--- src/rtl/cla_pkg.sv ---
// Shared types and sizes for the pipelined carry-lookahead subtractor.
package cla_pkg;

  localparam int CLA_WIDTH = 16;
  localparam int CLA_HALF  = CLA_WIDTH / 2;

  typedef logic [CLA_HALF-1:0] half_t;

  // Stage-1 payload: finished low half plus the raw high-half operands.
  typedef struct packed {
    half_t lo;
    logic  c_half;
    half_t a_hi;
    half_t nb_hi;
  } s1_t;

endpackage

--- src/rtl/cla_adder_8bits.sv ---
// Half-width carry-lookahead adder; every carry is a flat sum of
// generate/propagate products, plus group propagate/generate outputs.
module cla_adder_8bits
  import cla_pkg::*;
(
  input  logic [CLA_HALF-1:0] in0,
  input  logic [CLA_HALF-1:0] in1,
  input  logic                carry_in,
  output logic [CLA_HALF-1:0] sum,
  output logic                carry_out,
  output logic                pg,
  output logic                gg
);

  logic [CLA_HALF-1:0] gen;
  logic [CLA_HALF-1:0] prop;
  logic [CLA_HALF:0]   carry;
  logic                gen_acc;
  logic                prop_acc;
  logic                group_gen;

  assign gen  = in0 & in1;
  assign prop = in0 ^ in1;

  // NOTE: every variable gets a default at the top of the block, so no path
  // leaves one unassigned and no latch is inferred.
  always_comb begin
    carry     = '0;
    gen_acc   = 1'b0;
    prop_acc  = 1'b1;
    group_gen = 1'b0;
    carry[0]  = carry_in;
    for (int i = 0; i < CLA_HALF; i++) begin
      // c[i+1] = g[i] | p[i]g[i-1] | ... | p[i..0]cin, built from bit i downward.
      gen_acc  = 1'b0;
      prop_acc = 1'b1;
      for (int j = i; j >= 0; j--) begin
        gen_acc  = gen_acc | (gen[j] & prop_acc);
        prop_acc = prop_acc & prop[j];
      end
      carry[i+1] = gen_acc | (prop_acc & carry_in);
      group_gen  = gen_acc;
    end
  end

  assign sum       = prop ^ carry[CLA_HALF-1:0];
  assign carry_out = carry[CLA_HALF];
  assign pg        = &prop;
  assign gg        = group_gen;

endmodule

--- src/rtl/cla_subtractor_16bits_pipe.sv ---
// Two-stage valid/ready subtractor: diff = in0 - in1 - borrow_in (mod 2^WIDTH).
// Define CLA_SUB_OVERFLOW_EN to add the registered signed-overflow output ovf.
module cla_subtractor_16bits_pipe
  import cla_pkg::*;
#(
  parameter int WIDTH = CLA_WIDTH
) (
  input  logic             clk,
  input  logic             rst_n,
  input  logic [WIDTH-1:0] in0,
  input  logic [WIDTH-1:0] in1,
  input  logic             borrow_in,
  input  logic             in_valid,
  output logic             in_ready,
  output logic [WIDTH-1:0] diff,
  output logic             borrow_out,
  output logic             out_valid,
`ifdef CLA_SUB_OVERFLOW_EN
  output logic             ovf,
`endif
  input  logic             out_ready
);

  localparam int HALF = WIDTH / 2;

  s1_t              s1_q, s1_d;
  logic             s1_valid_q, s1_valid_d;
  logic [WIDTH-1:0] diff_q, diff_d;
  logic             borrow_q, borrow_d;
  logic             s2_valid_q, s2_valid_d;
`ifdef CLA_SUB_OVERFLOW_EN
  logic             ovf_q, ovf_d;
`endif

  logic             s1_load;
  logic             s2_load;
  logic [HALF-1:0]  lo_sum;
  logic             lo_carry;
  logic [HALF-1:0]  hi_sum;
  logic             hi_carry;
  logic             lo_pg_unused, lo_gg_unused;
  logic             hi_pg_unused, hi_gg_unused;

  // Subtraction as in0 + ~in1 + !borrow_in; the low half finishes in stage 1.
  cla_adder_8bits u_lo_adder (
    .in0       (in0[HALF-1:0]),
    .in1       (~in1[HALF-1:0]),
    .carry_in  (~borrow_in),
    .sum       (lo_sum),
    .carry_out (lo_carry),
    .pg        (lo_pg_unused),
    .gg        (lo_gg_unused)
  );

  cla_adder_8bits u_hi_adder (
    .in0       (s1_q.a_hi),
    .in1       (s1_q.nb_hi),
    .carry_in  (s1_q.c_half),
    .sum       (hi_sum),
    .carry_out (hi_carry),
    .pg        (hi_pg_unused),
    .gg        (hi_gg_unused)
  );

  // No skid buffer: in_ready is combinational from out_ready through s2_load.
  assign s2_load  = !s2_valid_q || out_ready;
  assign s1_load  = !s1_valid_q || s2_load;
  assign in_ready = s1_load;

  always_comb begin
    s1_d       = s1_q;
    s1_valid_d = s1_valid_q;
    diff_d     = diff_q;
    borrow_d   = borrow_q;
    s2_valid_d = s2_valid_q;
`ifdef CLA_SUB_OVERFLOW_EN
    ovf_d      = ovf_q;
`endif
    if (s1_load) begin
      s1_valid_d = in_valid;
      if (in_valid) begin
        s1_d.lo     = lo_sum;
        s1_d.c_half = lo_carry;
        s1_d.a_hi   = in0[WIDTH-1:HALF];
        s1_d.nb_hi  = ~in1[WIDTH-1:HALF];
      end
    end
    if (s2_load) begin
      s2_valid_d = s1_valid_q;
      if (s1_valid_q) begin
        diff_d   = {hi_sum, s1_q.lo};
        borrow_d = ~hi_carry;
`ifdef CLA_SUB_OVERFLOW_EN
        // Operand signs differ and the result sign departs from the minuend.
        ovf_d = (s1_q.a_hi[HALF-1] != ~s1_q.nb_hi[HALF-1]) &&
                (hi_sum[HALF-1] != s1_q.a_hi[HALF-1]);
`endif
      end
    end
  end

  // NOTE: the datapath registers are reset as well as the valids, because
  // diff/borrow_out (and ovf) must read 0 while in reset, not stale data.
  always_ff @(posedge clk or negedge rst_n) begin
    if (!rst_n) begin
      s1_q       <= '0;
      s1_valid_q <= 1'b0;
      diff_q     <= '0;
      borrow_q   <= 1'b0;
      s2_valid_q <= 1'b0;
`ifdef CLA_SUB_OVERFLOW_EN
      ovf_q      <= 1'b0;
`endif
    end else begin
      // NOTE: non-blocking assignments so every stage samples the pre-edge
      // values of the others and advances together.
      s1_q       <= s1_d;
      s1_valid_q <= s1_valid_d;
      diff_q     <= diff_d;
      borrow_q   <= borrow_d;
      s2_valid_q <= s2_valid_d;
`ifdef CLA_SUB_OVERFLOW_EN
      ovf_q      <= ovf_d;
`endif
    end
  end

  assign diff       = diff_q;
  assign borrow_out = borrow_q;
  assign out_valid  = s2_valid_q;
`ifdef CLA_SUB_OVERFLOW_EN
  assign ovf        = ovf_q;
`endif

endmodule

--- config.mk ---
export PLATFORM = sky130hd
export DESIGN_NAME = cla_subtractor_16bits_pipe
export DESIGN_NICKNAME = d
export VERILOG_FILES = /design/src/rtl/cla_pkg.sv /design/src/rtl/cla_adder_8bits.sv /design/src/rtl/cla_subtractor_16bits_pipe.sv
export SDC_FILE = /design/constraint.sdc
export NUM_CORES = 1
export LEC_CHECK = 0
export BUFFER_PORTS_ARGS = -buffer_cell sky130_fd_sc_hd__buf_2
export CAP_MARGIN = 20
export CORE_MARGIN = 2
export CORE_UTILIZATION = 45
export DETAILED_ROUTE_END_ITERATION = 8
export GPL_TIMING_DRIVEN = 0
export HOLD_SLACK_MARGIN = 0.08
export PLACE_DENSITY_LB_ADDON = 0.25
export SETUP_SLACK_MARGIN = 0.05
export SYNTH_ARGS = -nofsm -noshare
export SYNTH_HDL_FRONTEND = slang
export SYNTH_SLANG_ARGS = --single-unit
--- constraint.sdc ---
create_clock -name clk -period 1.7 [get_ports clk]
set_input_delay 0.17 -clock clk [delete_from_list [all_inputs] [get_ports clk]]
set_output_delay 0.17 -clock clk [all_outputs]
set_load 0.02 [all_outputs]
# == Word level (Yosys, flattened, before mapping) ==
# Index checks and enable logic that the tools add are counted.
# word_totals
register_bits,44
input_bits,37
wordCells,224
# op_classes
n_bitwise,210
reduce_logical,6
# ops
op,count
$and A1 B1 Y1,128
$or A1 B1 Y1,72
$xor A8 B8 Y8,4
$and A8 B8 Y8,2
$not A8 Y8,2
$reduce_and A2 Y1,2
$logic_not A1 Y1,2
$logic_or A1 B1 Y1,2
$not A1 Y1,2

# == Longest topological paths before layout ==
# depth
word_depth,11
ltp_mapped,6
depth_no_buf,6

# == Modules after synthesis ==
# Synthesis repeated with hierarchy kept, for this count alone.
# unflattened
cells_unflattened,200
hier_area_um2,2446.1
# by_module_without_submodules
module,instances,cells_each,area_each_um2,seq_area_each_um2
cla_subtractor_16bits_pipe,1,113,1730.4,1101.1
cla_adder_8bits (u_lo_adder),1,45,379.1,0.0
cla_adder_8bits (u_hi_adder),1,42,336.6,0.0

# == Least setup slack after synthesis ==
# No wires, ideal clock.
# synth_path
kind,register to register
from,register s1_q[0] in the netlist's numbering
to,register diff_q[15] (netlist: diff[15])
setup_time_ns,0.092
arrival_time_ns,1.671
t_required_ns,1.608
slack_ns,-0.063
stages_incl_launch_ff,6
path_buffers,0
cell_sequence,dfrtp_1 -> ha_1 -> a211oi_2 -> or4_1 -> and3b_1 -> o31ai_2
# synth_between
elab_chain_cells,5
elab_cells_between_ends,8
# synth_rtl
element,line,text
from (decl),cla_subtractor_16bits_pipe.sv:26,"s1_t s1_q, s1_d;"
from (signal assigned),cla_subtractor_16bits_pipe.sv:106,s1_q <= '0;
from (signal assigned),cla_subtractor_16bits_pipe.sv:117,s1_q <= s1_d;
$and A8 B8 Y8 / $xor A8 B8 Y8 (equally long branches),"cla_adder_8bits.sv:22, cla_adder_8bits.sv:23",
$and A1 B1 Y1 (on tied branches),"cla_adder_8bits.sv:38, cla_adder_8bits.sv:39",
$or A1 B1 Y1 / $and A1 B1 Y1 (equally long branches),"cla_adder_8bits.sv:38, cla_adder_8bits.sv:41",
$or A1 B1 Y1 (*),cla_adder_8bits.sv:41,carry[i+1] = gen_acc | (prop_acc & carry_in);
$xor A8 B8 Y8 (*),cla_adder_8bits.sv:46,assign sum = prop ^ carry[CLA_HALF-1:0];
to (signal assigned),cla_subtractor_16bits_pipe.sv:119,diff_q <= diff_d;
to (decl),cla_subtractor_16bits_pipe.sv:28,"logic [WIDTH-1:0] diff_q, diff_d;"
# Mark *: on every way between the ends. The rest lies on a longest branch, timed or not.
# A chain may end at the register's enable or synchronous reset.

# == Final worst setup path ==
# layout_path
from,register s1_q[3] in the netlist's numbering
to,register diff_q[15] (netlist: diff[15])
# layout_between
elab_chain_cells,8
elab_cells_between_ends,17
# layout_rtl
element,line,text
$and A8 B8 Y8 / $xor A8 B8 Y8 (equally long branches),"cla_adder_8bits.sv:22, cla_adder_8bits.sv:23",
$and A1 B1 Y1 (on tied branches),"cla_adder_8bits.sv:38, cla_adder_8bits.sv:39",
$or A1 B1 Y1 (tied with other cells) (3 in a row),cla_adder_8bits.sv:38,gen_acc = gen_acc | (gen[j] & prop_acc);
$or A1 B1 Y1 / $and A1 B1 Y1 (equally long branches),"cla_adder_8bits.sv:38, cla_adder_8bits.sv:41",
$or A1 B1 Y1 (*),cla_adder_8bits.sv:41,
$xor A8 B8 Y8 (*),cla_adder_8bits.sv:46,
# Marks and branches as above.

==> results.toml <==
[outcome]
run_status = "finished with violations"
violations = "setup timing"

[drt]
num_vias = 1964
drc = 0
ant_nets = 0
wl_per_cell_um = 13.9
wl_um = 5330
drt-vias-per-instance = 5.14
drt_iter0_drc = 85
dr.pass1.iters = 4

[critical_path]
worstPathMaxFanout = 4
cp-end-kind = "register"
crit_type = "register to register"
start_kind = "register"
cp.arrival_ns = 1.97
worstPathRequired_ns = 1.92

[hold_path]
hold_path_class = "primary input to register"

[clock_tree]
cts_tree = "yes"
cts_inserted_buffers = 5
htree_levels = 2
cts.clk_slew.worst_paths_ns = 0.08
cts.sinks = 44
clock_path_buffers = 2
cts_root_buf = "clkbuf_8"
insertion_delay_ns = 0.30

[floorplanning]
core_sq_mm = 0.00482
die_w_um = 75.4
start_util_pct = 47.7
dieArea_sq_mm = 0.00569
rows = 25
die_h_um = 75.4
io_pins = 56

[logic_synthesis]
synth_xor_area_share_pct = 1.53
seq_area_frac_synth_pct = 48.0
synth_top_family_by_area = "simple AND/OR/NAND/NOR gates"
syn-num-nets = 286
synthAdderAreaFrac_pct = 10.5
synth_warnings = 0
synth-seq-cells = 44
async_flop_share_pct = 100
synth_mux_area_share_pct = 4.41
synth_compound_area_share_pct = 15.9
synthFlopType = "dfrtp_1"
synth-edff-count = 0
syn_inst = 231
synth_cell_types = 46
netlist_area_sq_mm = 0.00230
syn_area_per_cell_sq_um = 9.94
synth_simple_gate_area_share_pct = 16.0

[sta]
fmax_mhz = 573
setup_tns_ns = -0.125
fin_worst_skew_ns = 0.00189
hold_viol_final = 0
fin_ws_ns = -0.0445
drv_slew = 0
setup-violations-final = 3
fin_crit_ns = 1.74
rsz0062_at_grt = "true"
timing.final.crit_share_pct = 103
tightest_slew_ns = 0.950
max_slew_margin_pct = 36.7

[pwr]
power.total_mw = 3.43
leakagePower_nw = 1.47
powerDensity_mw_per_mm2 = 1110
ir_drop_v = 0.000438

[flow_run]
drv_cap = 0

[finish]
regArea_sq_mm = 0.00110
fin_util_pct = 64.4
drive_above_1_share_pct = 29.2
syn2layout_area_growth_pct = 35.2
diodes = 0
nets = 369
multi_input_area_sq_mm = 0.00126
fin_cells = 382
n_fill_cell = 425

[placed_design]
place_ws_ns = -0.161
port-buffer-count = 55
place.gp.congestion = 0.744
dp_hpwl_um = 3570
dp.cells = 353

[grt]
track_usage_pct = 19.7
grt_max_degree = 45
grt_pass1_vias = 1864
grt_pass1_wl_um = 8400
overflow = 0
antenna_found_initial = 0
==> stage by stage <==
| step | hold slack [ns] | instance area [sq um] |
|---|---|---|
| floorplan | -0.126 | 2300 |
| global placement | 0.359 | 2660 |
| detailed placement | 0.364 | 2660 |
| CTS | 0.0855 | 3020 |
| global route | 0.107 | 3100 |
| finish | 0.0860 | 3100 |
==> kinds of logic (layout without fill, tap and decap cells) <==
group,Yosys count,count (layout)
buf+inv,22,106
mux,9,9
simple gates,80,80
fa+ha+maj,18,18
xor+xnor,4,4
compound gates,54,54
flops,44,44
==> layout make-up <==
cell class | instances | share of cell area, %
multi-input combinational | 165 | 40.6
sequential | 44 | 35.5
timing repair buffer | 76 | 15.3
tap | 67 | 2.70
clock buffer | 6 | 2.66
inverter | 15 | 1.81
buffer | 7 | 0.968
clock inverter | 2 | 0.484
==> power breakdown <==
part	internal [mW]	switching (mW)
registers	1.29	0.149
clock network	0.329	0.376
logic	0.584	0.706
==> critical path, cell delays in order, from the launching register on <==
cell and delay [ns]:
dfrtp_1 0.44, ha_4 0.32, nand2_1 0.12, or4_4 0.43
and3b_1 0.19, o31ai_2 0.16
==> Yosys cell counts (5+ instances only) <==
master | number | share of area [%]
a21oi_1 | 7 | 1.5
nand2b_1 | 5 | 1.4
nand2_1 | 53 | 8.7
mux2_2 | 5 | 2.5
ha_1 | 16 | 8.7
inv_1 | 15 | 2.5
dfrtp_1 | 44 | 48
o21ai_0 | 13 | 2.8
nor3_1 | 5 | 1.1
o31ai_1 | 8 | 2.6
==> state kept, by name, indices dropped and copies added (netlist names) <==
register,flops
s1_q,25
diff,16
borrow_out,1
out_valid,1
s1_valid_q,1
==> path summary, 6_finish.rpt <==
kind | start | endpoint | slack, ns | depth (start not counted)
min in group asynchronous | rst_n | diff[8] | 0.54 | 2
max in group asynchronous | rst_n | s1_q[6] | 0.56 | 2
hold / removal | in0[10] | s1_q[10] | 0.09 | 3
setup reg to reg | s1_q[3] | diff[15] | -0.04 | 5
hold reg to reg | borrow_out | borrow_out | 0.47 | 2
setup / recovery | s1_q[3] | diff[15] | -0.04 | 5
==> layout by cell type, fill, tap and decap left out, drive strengths merged, types with 2 or more instances in the layout <==
cell type    Yosys  final
fa               2      2
nand2b           5      5
clkinvlp         0      2
nor3             5      5
xor2             2      2
buf              4     63
and2             2      2
o21a             2      2
dfrtp           44     44
o21ai           17     17
a21oi            7      7
o31a             2      2
nand2           53     53
dlygate4sd3      0     17
inv             15     15
nor2             2      2
a21o             2      2
o31ai            9      9
clkbuf           3      9
a211oi           5      5
nand3            4      4
xnor2            2      2
ha              16     16
a21boi           2      2
mux2             9      9
==> metal layers <==
layer / part of all wire (%) / up-vias / track usage (%)
met5: 0 / - / 0
met4: 1.8 / 0 / 6.63
met3: 4.4 / 10 / 3.44
met2: 51 / 55 / 34.7
met1: 43 / 920 / 24.6
li1: - / 979 / -
==> timing repair <==
action | CTS | global route
endpoints found under the hold margin | 59 | 1
setup endpoints to repair | 11 | 5
pin swaps | 7 | 7
hold buffers | 16 | 1
resized for setup | 10 | 11
cloned | 0 | 0
setup buffers | 3 | 1
Note: power is estimated with default switching activity, not from simulation.
